$ cat src/rtl/reg_init_loader_if.sv
// Word stream in, register-file initialise-write port out.
interface reg_init_loader_if #(
  parameter int ADDR_W = 5,
  parameter int DATA_W = 32
);
  logic              in_valid;
  logic [DATA_W-1:0] in_data;
  logic              in_ready;
  logic              init_we;
  logic [ADDR_W-1:0] init_addr;
  logic [DATA_W-1:0] init_data;

  modport slave  (input  in_valid, in_data, output in_ready, init_we, init_addr, init_data);
  modport master (output in_valid, in_data, input  in_ready, init_we, init_addr, init_data);
endinterface

$ cat src/rtl/reg_init_loader.sv
// Boot/on-demand loader: streams NUM_REGS words into consecutive register
// file addresses through the initialise-write port, stalling the core meanwhile.
module reg_init_loader #(
  parameter int NUM_REGS = 32,
  parameter int ADDR_W   = 5,
  parameter int DATA_W   = 32,
  parameter int ZERO_R0  = 1
) (
  input  logic                clk,
  input  logic                rst,
  input  logic                start,
  reg_init_loader_if.slave    bus,
  output logic [ADDR_W:0]     load_count,
  output logic                busy,
  output logic                done,
  output logic                cpu_hold
);
  typedef enum logic [1:0] {IDLE, LOAD, FLUSH, DONE} state_t;

  localparam logic [ADDR_W-1:0] LAST = ADDR_W'(NUM_REGS - 1);

  state_t            r_state, w_next;
  logic [ADDR_W-1:0] r_cnt;
  logic [ADDR_W:0]   r_load_count;
  logic              r_we;
  logic [ADDR_W-1:0] r_addr;
  logic [DATA_W-1:0] r_data;
  logic              w_ready, w_accept, w_restart;

  assign w_accept  = bus.in_valid & w_ready;
  assign w_restart = start & ((r_state == IDLE) | (r_state == DONE));

  always_comb begin
    w_next  = r_state;
    w_ready = 1'b0;
    case (r_state)
      IDLE:  if (start) w_next = LOAD;
      LOAD: begin
        w_ready = 1'b1;
        if (bus.in_valid && r_cnt == LAST) w_next = FLUSH;
      end
      FLUSH: w_next = DONE;
      DONE:  if (start) w_next = LOAD;
      default: w_next = IDLE;
    endcase
  end

  always_ff @(posedge clk) begin
    if (rst) begin
      r_state      <= IDLE;
      r_cnt        <= '0;
      r_load_count <= '0;
      r_we         <= 1'b0;
      r_addr       <= '0;
      r_data       <= '0;
    end else begin
      r_state <= w_next;
      // Write is registered: the accept edge is followed by exactly one write cycle.
      r_we    <= w_accept;
      if (w_restart) begin
        r_cnt        <= '0;
        r_load_count <= '0;
      end else if (w_accept) begin
        r_addr       <= r_cnt;
        r_data       <= (ZERO_R0 != 0 && r_cnt == '0) ? '0 : bus.in_data;
        r_cnt        <= r_cnt + 1'b1;
        r_load_count <= r_load_count + 1'b1;
      end
    end
  end

  assign bus.in_ready  = w_ready;
  assign bus.init_we   = r_we;
  assign bus.init_addr = r_addr;
  assign bus.init_data = r_data;
  assign load_count    = r_load_count;
  assign busy          = (r_state == LOAD) || (r_state == FLUSH);
  assign done          = (r_state == DONE);
  assign cpu_hold      = busy;
endmodule

$ cat src/flat_wrapper.sv
// flat-port wrapper written by rule: the top's interface ports become plain ports
module reg_init_loader_flat 
#(
  parameter int NUM_REGS = 32,
  parameter int ADDR_W   = 5,
  parameter int DATA_W   = 32,
  parameter int ZERO_R0  = 1
)
  (clk, rst, start, load_count, busy, done, cpu_hold, bus_in_valid, bus_in_data, bus_in_ready, bus_init_we, bus_init_addr, bus_init_data);
  reg_init_loader_if #(.ADDR_W(ADDR_W), .DATA_W(DATA_W)) bus_i ();
  input  logic clk;
  input  logic rst;
  input  logic start;
  output logic [ADDR_W:0] load_count;
  output logic busy;
  output logic done;
  output logic cpu_hold;
  input wire logic [$bits(bus_i.in_valid)-1:0] bus_in_valid;
  input wire logic [$bits(bus_i.in_data)-1:0] bus_in_data;
  output wire logic [$bits(bus_i.in_ready)-1:0] bus_in_ready;
  output wire logic [$bits(bus_i.init_we)-1:0] bus_init_we;
  output wire logic [$bits(bus_i.init_addr)-1:0] bus_init_addr;
  output wire logic [$bits(bus_i.init_data)-1:0] bus_init_data;
  assign bus_i.in_valid = bus_in_valid;
  assign bus_i.in_data = bus_in_data;
  assign bus_in_ready = bus_i.in_ready;
  assign bus_init_we = bus_i.init_we;
  assign bus_init_addr = bus_i.init_addr;
  assign bus_init_data = bus_i.init_data;
  reg_init_loader #(.NUM_REGS(NUM_REGS), .ADDR_W(ADDR_W), .DATA_W(DATA_W), .ZERO_R0(ZERO_R0)) u_core (.clk(clk), .rst(rst), .start(start), .bus(bus_i), .load_count(load_count), .busy(busy), .done(done), .cpu_hold(cpu_hold));
endmodule
$ cat config.mk
export PLATFORM = sky130hd
export DESIGN_NAME = reg_init_loader_flat
export DESIGN_NICKNAME = d
export VERILOG_FILES = /design/src/rtl/reg_init_loader_if.sv /design/src/rtl/reg_init_loader.sv /design/src/flat_wrapper.sv
export SDC_FILE = /design/constraint.sdc
export NUM_CORES = 1
export LEC_CHECK = 0
export ABC_AREA = 1
export CAP_MARGIN = 20
export CORE_UTILIZATION = 45
export DETAILED_ROUTE_END_ITERATION = 10
export GPL_TIMING_DRIVEN = 0
export PLACE_DENSITY = 0.84
export REMOVE_ABC_BUFFERS = 1
export SYNTH_ARGS = -nofsm -noshare
export SYNTH_HDL_FRONTEND = slang
export SYNTH_SLANG_ARGS = --single-unit
$ cat constraint.sdc
create_clock -name clk -period 3.6 [get_ports clk]
set_clock_uncertainty 0.15 [all_clocks]
set_input_delay 0.9 -clock clk [delete_from_list [all_inputs] [get_ports clk]]
set_output_delay 0.9 -clock clk [all_outputs]
set_load 0.03 [all_outputs]
=== Word-level counts from Yosys, hierarchy flattened ===
Cells that the tools add are included.

* Word-level logic and storage cells: 31
* Bits in registers: 51

* Bitwise operators: 4
* Reduce and logical (&&, ||, !) cells: 8
* Muxes and demuxes: 5
* $add $sub $neg: 2
* Equality and inequality tests: 6

{| class="wikitable"
|+ Operators by type and width
! operator !! number
|-
| $mux 32 || 1
|-
| $add 6x1->6 const B || 1
|-
| $pmux 2 s3 || 1
|-
| $add 5x1->5 const B || 1
|-
| $eq 5x5->1 const B || 1
|-
| $logic_not 5->1 || 1
|-
| $eq 2x2->1 const B || 2
|-
| $mux 2 || 2
|-
| $ne 2x1->1 const B || 2
|-
| $reduce_and 2->1 || 2
|-
| $reduce_or 2->1 || 2
|-
| $and 1x1->1 || 2
|-
| $eq 2x1->1 const B || 1
|-
| $logic_not 2->1 || 1
|-
| $logic_and 1x1->1 || 1
|-
| $logic_or 1x1->1 || 1
|-
| $mux 1 || 1
|-
| $not 1->1 || 1
|-
| $or 1x1->1 || 1
|}

=== Longest topological paths before layout ===
* Depth in word-level cells: 5
* Mapped depth: 9
* Depth with buffers taken out: 9

=== Least setup slack after synthesis ===
No wires, ideal clock.

* Path type: flip-flop to output port
* Start: register u_core.r_state[1]
* End: output port cpu_hold
* Slack: 1.428 ns
* Stages on the path, launching flop included: 5
* Arrival: 1.122 ns
* Cell sequence: dfxtp_1 inv_1 ha_1 inv_1 buf_4

* Cells in the longest elaborated chain, start to end: 2

{| class="wikitable"
|+ Ends and longest elaborated chain
! what !! RTL line !! text
|-
| from (decl) || reg_init_loader.sv:22 || <nowiki>state_t r_state, w_next;</nowiki>
|-
| from (signal assigned) || reg_init_loader.sv:57 || <nowiki>r_state <= w_next;</nowiki>
|-
| $eq 2x1->1 or $eq 2x2->1 (tied branches) || reg_init_loader.sv:77 || <nowiki>assign busy = (r_state == LOAD) || (r_state == FLUSH);</nowiki>
|-
| $logic_or 1x1->1 (*) || reg_init_loader.sv:77 ||
|-
| to (decl) || flat_wrapper.sv:17 || <nowiki>output logic cpu_hold;</nowiki>
|}

Mark *: on every way between the ends. The rest lies on a longest branch, timed or not.

=== Worst setup path in the final report ===
* Start: input port bus_in_valid
* End: register u_core.r_data[12], in the netlist u_core.bus.init_data[12]

* Cells in the longest elaborated chain, start to end: 2

{| class="wikitable"
|+ Ends and longest elaborated chain
! what !! RTL line !! text
|-
| from (decl) || flat_wrapper.sv:18 || <nowiki>input wire logic [$bits(bus_i.in_valid)-1:0] bus_in_valid;</nowiki>
|-
| $and 1x1->1 || reg_init_loader.sv:30 || <nowiki>assign w_accept = bus.in_valid & w_ready;</nowiki>
|-
| $reduce_and 2->1 (no source line) || - ||
|-
| to (signal assigned) || reg_init_loader.sv:65 || <nowiki>r_data <= (ZERO_R0 != 0 && r_cnt == '0) ? '0 : bus.in_data;</nowiki>
|-
| to (decl) || reg_init_loader.sv:27 || <nowiki>logic [DATA_W-1:0] r_data;</nowiki>
|}

Every way passes these cells.
A chain may end at the register's enable or synchronous reset.

==> metrics.md <==
| Metric | Value |
|---|---|
| Number of global-route vias before repair | `1792` |
| Count of instances resized after the clock tree is built | `0` |
| Max-slew violation total from the final report | `0` |
| Cell area after synthesis | `just over 2000 um2` |
| Source of the worst hold timing path | `u_core.r_state[1]` |
| Setup crit start kind | `primary input` |
| Filler cells | `380` |
| TritonCTS Sinks | `slightly above 50` |
| Sequential element share of the synthesized area | `between 50% and 60%` |
| Die Wd | `around 69 um` |
| Worst vdd rail ir drop | `a little over 400 uV` |
| Count of vias placed by the detailed router | `slightly below 2000` |
| Area taken by multi-input logic gates | `about 850 um2` |
| Tot Pwr | `between 1500 and 2000 uW` |
| Buffers on Ports | `between 80 and 90` |
| Synthesis-to-layout area growth | `43.8%` |
| Most common flop cell mapped by yosys | `sky130_fd_sc_hd__dfxtp_1` |
| Highest achievable clock rate | `about 330 MHz` |
| Share of layout cells above drive strength 1 | `4.85%` |
| Final routed DRC violation total | `0` |
| Min-delay worst type | `register to register` |
| Via count normalized by instance count | `5.09` |
| Critical Path Fanout Max | `between 40 and 50` |
| Number of warnings printed during yosys synthesis | `0` |
| FF+latch count, synth | `between 50 and 60` |
| Maxcap violations | `0` |
| Final-stage net count | `approximately 370` |
| Leak Pwr | `between 0.001 and 0.0015 uW` |
| Required time at the endpoint of the critical path | `approximately 3600 ps` |
| Critical Path End Type | `register` |
| Proportion of synthesized flip-flops having asynchronous set or reset | `0%` |
| Drt first pass iters | `4` |
| Final RePlAce weighted congestion | `0.765` |
| Count of pins on the block boundary | `between 80 and 90` |
| Initial core utilization | `between 40% and 50%` |
| Actual transition at the worst max-transition pin | `between 700 and 800 ps` |
| Core area | `between 4000 and 5000 um2` |
| Antenna viol nets, final | `0` |
| Power per standard cell area | `approximately 630 nW/um2` |
| Routed length per placed instance | `around 13 um` |
| CTS tree | `built` |
| Shortest period the worst path allows | `about 3100 ps` |
| Worst reg2reg path startpoint | `u_core.r_state[0]` |
| Placed wire-length estimate | `3310 um` |
| Number of buffers inserted by hold repair at cts | `0` |
| Largest net degree at the start of global routing | `42` |
| DR iter-0 viols | `approximately 110` |
| Crit path DAT | `~3100 ps` |
| Terminating pin of the worst hold path | `u_core.r_state[1]` |
| Diode insertion count for antenna repair | `0` |
| RSZ-0062 raised after global routing | `no` |
| Clk_lat worst skew | `290 ps` |
| Total clock buffers created by CTS | `5` |
| Number of flops mapped to enable cells by yosys | `0` |
| All-layer global routing usage | `roughly a fifth` |
| R2R Path End | `u_core.bus.init_data[12]` |
| Worst-case clock buffer depth | `2` |
| Sum of overflow across all layers after global routing | `0` |
| Number of antenna violations at the first check in global routing | `0` |
| Global-route wire length before repair | `between 7000 and 8000 um` |
| Total number of H-tree levels | `2` |
| Clock Root Buffer | `sky130_fd_sc_hd__clkbuf_8` |
| Final hold vios | `0` |
| Outcome | `complete, no violations` |
| Number of buffers added for setup after CTS | `0` |
| Gate Count Post-Synth | `around 250` |
| Mean post-synth cell area | `8.02 um2` |
| Final-report setup violation count | `0` |
| Register area | `approximately 1000 um2` |
| Setup Total Neg Slack | `0 ps` |
| Number of standard-cell rows in the floorplan | `24` |
| R2R setup slack | `roughly 1000 ps` |
| Unique masters post-synth | `22` |
| Type of the setup path with the least slack | `primary input to register` |
| Clock transition at the registers of the reported paths | `about 90 ps` |
| Post-route worst hold slack | `330 ps` |
| Period utilization | `between 80% and 90%` |
| Height of the die | `between 60 and 70 um` |
| Worst reg2reg path depth | `6` |
| Die Footprint | `4800 um2` |
| Worst hold path depth | `2` |
| Worst slew margin | `a little under half` |
| Routed wire length | `4820 um` |
[cells in the final DEF (no fill, tap or decap), types with 2 or more instances in the layout]
cell type                         instances
sky130_fd_sc_hd__nor2_1                  46
sky130_fd_sc_hd__o21ai_0                 38
sky130_fd_sc_hd__a21oi_2                  4
sky130_fd_sc_hd__o21ai_1                  3
sky130_fd_sc_hd__nor3_1                   5
sky130_fd_sc_hd__inv_1                   15
sky130_fd_sc_hd__clkbuf_8                 5
sky130_fd_sc_hd__clkdlybuf4s50_1         83
sky130_fd_sc_hd__a21oi_1                 40
sky130_fd_sc_hd__nand2_1                 17
sky130_fd_sc_hd__nand3_1                  4
sky130_fd_sc_hd__inv_2                    2
sky130_fd_sc_hd__ha_1                     6
sky130_fd_sc_hd__nand4_1                  2
sky130_fd_sc_hd__dfxtp_1                 51
[cell families after synthesis]
| group | synth area share, % |
|---|---|
| AO/OA/AOI/OAI | 22.7 |
| adder cells (fa/ha/maj) | 3.69 |
| buffers and inverters | 8.23 |
| flip-flops | 50.1 |
| AND/OR/NAND/NOR | 15.3 |
[routing by layer]
metal	vias up	global-route usage (%)	part of all wire, %	wire [um]
li1	994	-	-	-
met1	885	24.4	44	2140
met2	52	34.1	49	2350
met3	13	4.36	3.8	183
met4	0	8.84	3.1	148
met5	-	0	0	0
[cell usage after synthesis (3+ instances only)]
| cell | number | share of area (%) |
|---|---|---|
| sky130_fd_sc_hd__buf_2 | 10 | 2.5 |
| sky130_fd_sc_hd__o21ai_1 | 3 | 0.74 |
| sky130_fd_sc_hd__nand2_1 | 17 | 3.1 |
| sky130_fd_sc_hd__nand3_1 | 4 | 0.98 |
| sky130_fd_sc_hd__nor3_1 | 5 | 1.2 |
| sky130_fd_sc_hd__a21oi_2 | 4 | 1.7 |
| sky130_fd_sc_hd__buf_6 | 3 | 1.7 |
| sky130_fd_sc_hd__ha_1 | 6 | 3.7 |
| sky130_fd_sc_hd__dfxtp_1 | 51 | 50 |
| sky130_fd_sc_hd__o21ai_0 | 38 | 9.3 |
| sky130_fd_sc_hd__inv_1 | 15 | 2.8 |
| sky130_fd_sc_hd__nor2_1 | 46 | 8.5 |
| sky130_fd_sc_hd__a21oi_1 | 40 | 9.8 |
[worst max-delay path by stage]
stage / start / end / slack [ps] / cells past startpoint
2_1_floorplan: bus_in_valid / u_core.bus.init_addr[0] / 1260 / 5
3_3_place_gp: bus_in_valid / u_core.bus.init_addr[0] / 220 / 6
3_5_place_dp: bus_in_valid / u_core.bus.init_addr[0] / 220 / 6
4_1_cts: bus_in_valid / u_core.bus.init_addr[0] / 530 / 6
5_1_grt: bus_in_valid / u_core.bus.init_data[31] / 340 / 6
6_report: bus_in_valid / u_core.bus.init_data[12] / 550 / 6
[state kept, by name, indices dropped and copies added, names as in the netlist]
| name | cells |
|---|---|
| u_core.bus.init_data | 32 |
| u_core.load_count | 6 |
| u_core.bus.init_addr | 5 |
| u_core.r_cnt | 5 |
| u_core.r_state | 2 |
| u_core.bus.init_we | 1 |
[critical path, stage by stage]
cell and delay [ps]:
sky130_fd_sc_hd__clkdlybuf4s50_1 490, sky130_fd_sc_hd__nand2_2 190, sky130_fd_sc_hd__nor2_4 670, sky130_fd_sc_hd__inv_2 480, sky130_fd_sc_hd__a21oi_1 260, sky130_fd_sc_hd__nor2_1 70
[per-stage QoR]
step	util [%]	cell area (um2)	instances	worst slack [ps]
global placement	65.0	2830	373	217
detailed placement	65.3	2840	374	223
global route	67.3	2930	382	338
floorplan	-	1930	238	1260
finish	67.3	2930	382	545
CTS	67.3	2930	382	533
[final cells by class]
type,instances,share of cell area [%]
sequential,51,34.9
multi-input combinational,170,29.0
timing repair buffer,84,28.9
clock buffer,6,2.48
tap,52,2.22
inverter,17,2.18
clock inverter,2,0.427
[report_power, final]
group | leakage [uW] | internal [uW] | switching [uW] | total (uW)
Clock | 0.0000412 | 136 | 183 | 319
Sequential | 0.000415 | 667 | 51.3 | 719
Combinational | 0.000687 | 320 | 495 | 815
Total | 0.00114 | 1120 | 729 | 1850
Power figures use the tool's default switching activity.
